<file path="src/rtl/fp_add_sched.sv">
// Round-robin scheduler sharing one fixed-latency, non-stallable adder among NREQ requesters.
// A tag pipeline tracks which requester owns each result as it leaves the adder.
module fp_add_sched #(
   parameter int unsigned N    = 16,
   parameter int unsigned NREQ = 4,
   parameter int unsigned LAT  = 3
) (
   input  logic              clk,
   input  logic              rst_n,
   input  logic              en,
   input  logic [NREQ-1:0]   req_valid,
   output logic [NREQ-1:0]   req_ready,
   input  logic [NREQ*N-1:0] req_a,
   input  logic [NREQ*N-1:0] req_b,
   output logic [N-1:0]      add_a,
   output logic [N-1:0]      add_b,
   input  logic [N-1:0]      add_result,
   output logic [NREQ-1:0]   resp_valid,
   output logic [N-1:0]      resp_data,
   output logic              busy,
   output logic [15:0]       issue_cnt
);

   localparam int unsigned PW = (NREQ > 1) ? $clog2(NREQ) : 1;
   localparam int unsigned CW = $clog2(LAT + 1);

   logic [PW-1:0]  ptr_q, ptr_d;
   logic [LAT-1:0] tag_v_q;
   logic [PW-1:0]  tag_i_q [LAT];
   logic [CW-1:0]  inflight_q, inflight_d;
   logic [15:0]    issue_cnt_q;

   logic           gnt_any;
   logic [PW-1:0]  gnt_idx;
   logic [PW-1:0]  cand;
   logic           resp_due;

   // Ascending search from ptr; the first valid requester found wins.
   always_comb begin
      gnt_any   = 1'b0;
      gnt_idx   = '0;
      cand      = '0;
      req_ready = '0;
      for (int unsigned k = 0; k < NREQ; k++) begin
         cand = PW'((32'(ptr_q) + k) % NREQ);
         if (en && !gnt_any && req_valid[cand]) begin
            gnt_any = 1'b1;
            gnt_idx = cand;
         end
      end
      if (gnt_any) req_ready[gnt_idx] = 1'b1;
   end

   assign add_a = gnt_any ? req_a[gnt_idx*N +: N] : '0;
   assign add_b = gnt_any ? req_b[gnt_idx*N +: N] : '0;

   assign resp_due = tag_v_q[LAT-1];

   always_comb begin
      resp_valid = '0;
      if (resp_due) resp_valid[tag_i_q[LAT-1]] = 1'b1;
   end

   assign resp_data = resp_due ? add_result : '0;

   always_comb begin
      ptr_d = ptr_q;
      if (gnt_any) ptr_d = (gnt_idx == PW'(NREQ - 1)) ? '0 : gnt_idx + PW'(1);
   end

   always_comb begin
      inflight_d = inflight_q;
      if (gnt_any && !resp_due)      inflight_d = inflight_q + CW'(1);
      else if (!gnt_any && resp_due) inflight_d = inflight_q - CW'(1);
   end

   // Tags shift every cycle, independent of en, so drained results always surface.
   always_ff @(posedge clk or negedge rst_n) begin
      if (!rst_n) begin
         ptr_q       <= '0;
         tag_v_q     <= '0;
         inflight_q  <= '0;
         issue_cnt_q <= '0;
         for (int unsigned i = 0; i < LAT; i++) tag_i_q[i] <= '0;
      end else begin
         ptr_q      <= ptr_d;
         inflight_q <= inflight_d;
         tag_v_q[0] <= gnt_any;
         tag_i_q[0] <= gnt_idx;
         for (int unsigned i = 1; i < LAT; i++) begin
            tag_v_q[i] <= tag_v_q[i-1];
            tag_i_q[i] <= tag_i_q[i-1];
         end
         if (gnt_any) issue_cnt_q <= issue_cnt_q + 16'd1;
      end
   end

   assign busy      = (inflight_q != '0);
   assign issue_cnt = issue_cnt_q;

endmodule

</file>
<file path="config.mk">
export PLATFORM = sky130hd
export DESIGN_NAME = fp_add_sched
export DESIGN_NICKNAME = d
export VERILOG_FILES = /design/src/rtl/fp_add_sched.sv
export SDC_FILE = /design/constraint.sdc
export NUM_CORES = 1
export LEC_CHECK = 0
export CAP_MARGIN = 20
export CORE_ASPECT_RATIO = 1.1
export CORE_MARGIN = 10
export CORE_UTILIZATION = 35
export CTS_CLUSTER_SIZE = 16
export DETAILED_ROUTE_END_ITERATION = 7
export PLACE_DENSITY = 0.83
export SYNTH_ARGS = -nofsm -noshare
export SYNTH_HDL_FRONTEND = slang
export SYNTH_SLANG_ARGS = --single-unit
</file>
<file path="constraint.sdc">
create_clock -name clk -period 3.3 [get_ports clk]
set_input_delay 0.495 -clock clk [delete_from_list [all_inputs] [get_ports clk]]
set_output_delay 0.495 -clock clk [all_outputs]
set_load 0.01 [all_outputs]
</file>
==> impl_metrics.yaml <==
setup_path:
  startpoint_type: "input port"
  crit_type: "in2out"
  crit_arrival_ns: 2.68
  required_ns: 2.80
  crit_fanout: 8
  timing.rr.start: "ptr_q[1]"
  regToRegSetupSlack_ns: 1.26
  rr_worst_depth: 8
  crit_path_start: "req_valid[0]"
  r2r_end: "ptr_q[1]"
  endpoint_kind: "output pin"
clock_tree:
  cts_tree: "done"
  cts_buffers: 5
  h-tree-depth: 2
  clockBufferDepth: 2
  cts.sinks: 29
  clock_latency_ns: 0.27
  root_buffer: "clkbuf_8"
  clk_pin_slew_ns: 0.06
cells_and_area:
  fill_cells: 632
  layout_commonest_cell: "clkdlybuf4s50_1"
  fin_nets: 697
  layout_common_cells: "clkdlybuf4s50_1, mux2i_1, nand2_1"
  drive_above_1_share: 0.129
  antenna_cells: 0
  areaGrowthSynthToFinish_pct: 94.0
power_and_ir_drop:
  irDropWorstVdd_mv: 0.179
  p_leak_nw: 2.59
  power_density_nw_per_um2: 399
timing:
  setup_slack_ns: 0.127
  slew_viol_final: 0
  setup_viol: 0
  tightest_slew_ns: 0.616
  finalHoldViolCount: 0
  slew_headroom: 0.585
  fmax_mhz: 315
  min_period_ns: 3.17
  setup_tns_ns: 0
  finClkSkew_ns: 0.00436
  rsz0062_at_grt: "false"
  finalCritPeriodShare: 0.961
hold_path:
  hp-class: "reg2reg"
  hp-start: "tag_v_q[1]"
  min_to: "tag_v_q[2]"
  worstHoldPathCells: 0
placed_design:
  globalplace.congestion: 0.849
  dp_hpwl_um: 10900
  dp_slack_ns: -0.0760
  portBuffers: 223
routing:
  wl_per_cell_um: 19.1
  drt_pre_antenna_iters: 4
  vias: 3121
  first_iter_violations: 73
  antenna_left: 0
  vias_per_cell: 4.79
  wl_um: 12500
  drc: 0
global_route:
  grt_max_degree: 40
  grt_pass1_wl_um: 18800
  antenna_found_initial: 1
  track_usage: 0.196
  grt_overflow: 0
  grt_pass1_vias: 3396
floorplanning:
  num_rows: 34
  dieArea_um2: 12100
  die_w_um: 106
  pin_count: 224
  start_util: 0.358
  die_h_um: 114
  design.core.area_um2: 7910
status:
  outcome: "complete, no violations"
logic_synthesis:
  synth.avg_cell_area_um2: 9.45
  synth_nets: 454
  ys_seq_area_frac: 0.256
  synth_area_um2: 2830
  ys_ff_latch: 29
  ys_types: 32
  synth_cells: 300
  ys_warn_count: 0
job:
  cap_violations: 0
[layer usage]
layer  track usage  wire length (µm)  vias up
met5             0                18        -
met4        0.0352               104        2
met3         0.104              1560        8
met2         0.371              6460      150
met1         0.184              4330     1453
li1              -                 -     1508
[how the worst max path moves through the flow]
| stage | end | slack [ns] |
|---|---|---|
| global route | req_ready[1] | 0.02 |
| CTS | add_b[6] | 0.0007 |
| global placement | add_a[12] | -0.04 |
| finish | req_ready[1] | 0.13 |
| detailed placement | add_a[11] | -0.08 |
| floorplan | req_ready[3] | 0.92 |
[registers in the layout (all words and copies together), names as in the netlist]
register    count
issue_cnt      16
inflight_q      2
tag_i_q         6
ptr_q           2
tag_v_q         3
[through the flow]
step                hold WS (ns)  area [µm²]  std cells  power [mW]   util
finish                     0.346        5500        652        2.19  0.695
global route               0.353        5500        652        2.35  0.695
CTS                        0.347        5440        649        2.20  0.687
detailed placement         0.335        5370        638        1.98  0.678
global placement           0.331        5370        638        1.94  0.678
floorplan                  0.199        2830        300        1.22      -
[critical path, cell delays in order]
cell             delay [ns]
clkdlybuf4s50_1        0.41
buf_4                  0.16
nand2_1                0.07
a21oi_1                0.06
o21ai_0                0.30
o311ai_4               0.18
buf_12                 0.19
buf_12                 0.13
nor2_1                 0.11
clkdlybuf4s50_1        0.56
[power by group]
group	internal (mW)	switching, mW
clock	0.145	0.120
combinational	0.833	0.555
sequential	0.437	0.103
[cell usage after synthesis, drive strengths merged]
| master | number | area share |
|---|---|---|
| o21a | 1 | 0.0026 |
| a21oi | 3 | 0.0053 |
| and2 | 28 | 0.062 |
| nand3 | 5 | 0.0088 |
| nor2b | 2 | 0.0044 |
| o41a | 1 | 0.0040 |
| xnor2 | 11 | 0.034 |
| clkbuf | 6 | 0.0079 |
| nand2b | 2 | 0.0044 |
| and4 | 1 | 0.0031 |
| nor2 | 9 | 0.012 |
| a211o | 1 | 0.0031 |
| o21ai | 1 | 0.0018 |
| nor3 | 1 | 0.0018 |
| buf | 15 | 0.045 |
| mux2 | 24 | 0.12 |
| nand2 | 53 | 0.070 |
| and3 | 4 | 0.0088 |
| mux2i | 74 | 0.26 |
| o2111a | 2 | 0.0079 |
| o311ai | 1 | 0.0057 |
| ha | 3 | 0.013 |
| dfrtp | 29 | 0.26 |
| inv | 7 | 0.0093 |
| nor4 | 1 | 0.0022 |
| or2 | 1 | 0.0022 |
| nand4 | 5 | 0.011 |
| nor3b | 2 | 0.0053 |
| xor2 | 7 | 0.022 |
[final cells by class]
type,instances,area (µm²),area share
well taps,108,135,0.0246
inverters,7,26.3,0.00478
clock inverters,2,10.0,0.00182
flip-flops and latches,29,726,0.132
clock buffers,6,72.6,0.0132
repair buffers,257,2570,0.468
multi-input cells,243,1950,0.356
[cells by family after synthesis]
logic type	count (synthesis)	synth area share
xor gates and xnor gates	18	0.0556
DFF	29	0.256
and+or+nand+nor	114	0.196
muxes	98	0.386
buffers and inverters	28	0.0627
AOI/OAI and AO/OA	10	0.0305
adders and majority gates	3	0.0132
[what timing repair did]
item                       in CTS  in global routing
setup buffers                   3                  2
pin swaps                       0                  1
cloned                          0                  1
setup endpoints to repair      29                  8
resized for setup              28                  7
hold buffers                    0                  0
No activity file was read; power rests on OpenSTA's default activity.
==> patch: new RTL, config.mk and constraints unchanged <==
`LAT`: 3 -> 6.
--- a/src/rtl/fp_add_sched.sv
+++ b/src/rtl/fp_add_sched.sv
@@ -3,7 +3,7 @@
 module fp_add_sched #(
    parameter int unsigned N    = 16,
    parameter int unsigned NREQ = 4,
-   parameter int unsigned LAT  = 3
+   parameter int unsigned LAT  = 6
 ) (
    input  logic              clk,
    input  logic              rst_n,
Check against the original RTL: not equivalent (a bounded check fails within 4 cycles, from zero or initial values and one cycle with rst_n low).
==> patch against the unedited design <==
The run now ends with setup timing left. Wire length rose by 10%. Sequential cell count rose by 10. Design area rose by 5.9%. Area after synthesis rose by 1.9%. Setup slack got worse by 0.19 ns. Largest cell class unchanged.
Power is not compared: it rests on default switching activity, and its combinational part moved more than twofold at a synthesized area within 25%.
==> patch: results (changes against the unedited design) <==
* Slew HR at 45.93% (was 58.52%)
* Root Driver: clkbuf_8 (unchanged)
* Worst reg-to-reg setup slack at 0.60 ns (was 1.26 ns)
* Clk Latency, worst-skew pair at 0.29 ns (was 0.27 ns)
* Post-synthesis sequential area ratio at 33.81% (was 25.61%)
* TritonRoute pass-1 iters at 5 (was 4)
* First-pass GRT wire length at 20,120 µm (was 18,800 µm)
* PostCTS Resize Cnt at 159 (was 28)
* Hold crit path type: in -> async (was reg -> reg)
* Leak at 2.472 nW
* Internal at 0.002763 W
* RR Endpoint: inflight_q[2]$_DFFE_PN0P_ (was ptr_q[1]$_DFFE_PN0P_)
* Synth Net Count at 437 (was 454)
* # Post-CTS Setup Buffers at 12 (was 3)
* Clock Skews at 0.006142 ns (was 0.004363 ns)
* Placement Cell Area at 5384 µm² (was 5368 µm²)
* Max reg flops at 16 (unchanged)
* Share of layout cells above drive strength 1 at 24.77% (was 12.87%)
* Critical Path End: add_b[1] (was req_ready[1])
* Net count, final at 690 (was 697)
* Crit. Startpoint: req_valid[1] (was req_valid[0])
* Final GP Congestion at 0.8959 (was 0.8492)
* Synth area leaders: dfrtp_1 34%, a221o_1 11%, nor3b_1 8.6% (was mux2i_1 26%, dfrtp_1 26%, mux2_4 12%)
* Worst r2r path cells at 12 (was 8)
* Detailed placement HPWL at 10,560 µm (was 10,940 µm)
* Arr. time, crit path at 2.87 ns (was 2.68 ns)
* Distinct cells, synth at 38 (was 32)
* CTS H-tree depth at 2 (unchanged)
* # setup viols final at 18 (was 0)
* Routed WL per cell at 21.39 µm (was 19.14 µm)
* Reg-to-Reg Start: ptr_q[0]$_DFFE_PN0P_ (was ptr_q[1]$_DFFE_PN0P_)
* Status: finished, violations left (was completed)
* GRT Util Overall at 20.79% (was 19.60%)
* DRT iter0 DRCs at 126 (was 73)
* Synth top cells by count: 39 x dfrtp_1, 33 x nor3b_1, 32 x a221o_1 (was 74 x mux2i_1, 53 x nand2_1, 29 x dfrtp_1)
* Final worst setup slack at -0.06523 ns (was 0.1272 ns)
* Failing checks: setup timing
* Vias in the first global route at 3,575 (was 3,396)
* Vias per cell at 5.176 (was 4.787)
patch: metal layers:
layer / routed length, µm / vias to the layer above / track usage, % / part of all wire, %
li1: - / 1541 / - / -
met1: 4784 / 1534 / 20.07 / 35
met2: 6730 / 209 / 36.94 / 49
met3: 1737 / 39 / 10.74 / 13
met4: 481 / 0 / 8.130 / 3.5
met5: 0 / - / 0 / 0
patch: area by class of cell:
cell class,instances,area [µm²]
inverter,8,30.03
tap,108,135.1
sequential,39,977.2
fill,554,2132
multi-input combinational,211,1907
clock buffer,6,82.58
antenna,1,2.502
clock inverter,2,35.03
timing repair buffer,267,2654
patch: per-stage QoR:
stage	util, %	hold slack (ns)	worst slack, ns	cells	setup TNS (ns)
global route	73.20	0.3566	-0.1366	642	-2.699
finish	73.20	0.2955	-0.06523	642	-0.4436
floorplan	-	0.1994	0.3795	279	0
detailed placement	67.68	0.3347	-0.8080	615	-25.79
global placement	67.68	0.3341	-0.7306	615	-23.22
CTS	71.42	0.3239	-0.06563	640	-0.1995
patch: critical path: stages:
cell and delay, ns:
buf_6 0.11, nor2b_2 0.15, o32a_4 0.38, o221ai_4 0.21, a31oi_4 0.13, a41oi_4 0.23, buf_12 0.19, buf_16 0.13
buf_6 0.09, mux2_4 0.29, a221o_1 0.33, buf_6 0.13
patch: cells by family (layout without fill, tap and decap cells):
kind of cell / count (synthesis) / after routing / synth area share (%)
AOI/OAI and AO/OA: 48 / 48 / 16.47
adders and majority gates: 7 / 7 / 3.294
other: 0 / 1 / 0
xor gates and xnor gates: 18 / 18 / 5.462
DFF: 39 / 39 / 33.81
muxes: 36 / 36 / 14.00
buffers and inverters: 29 / 283 / 5.721
and+or+nand+nor: 102 / 102 / 21.24
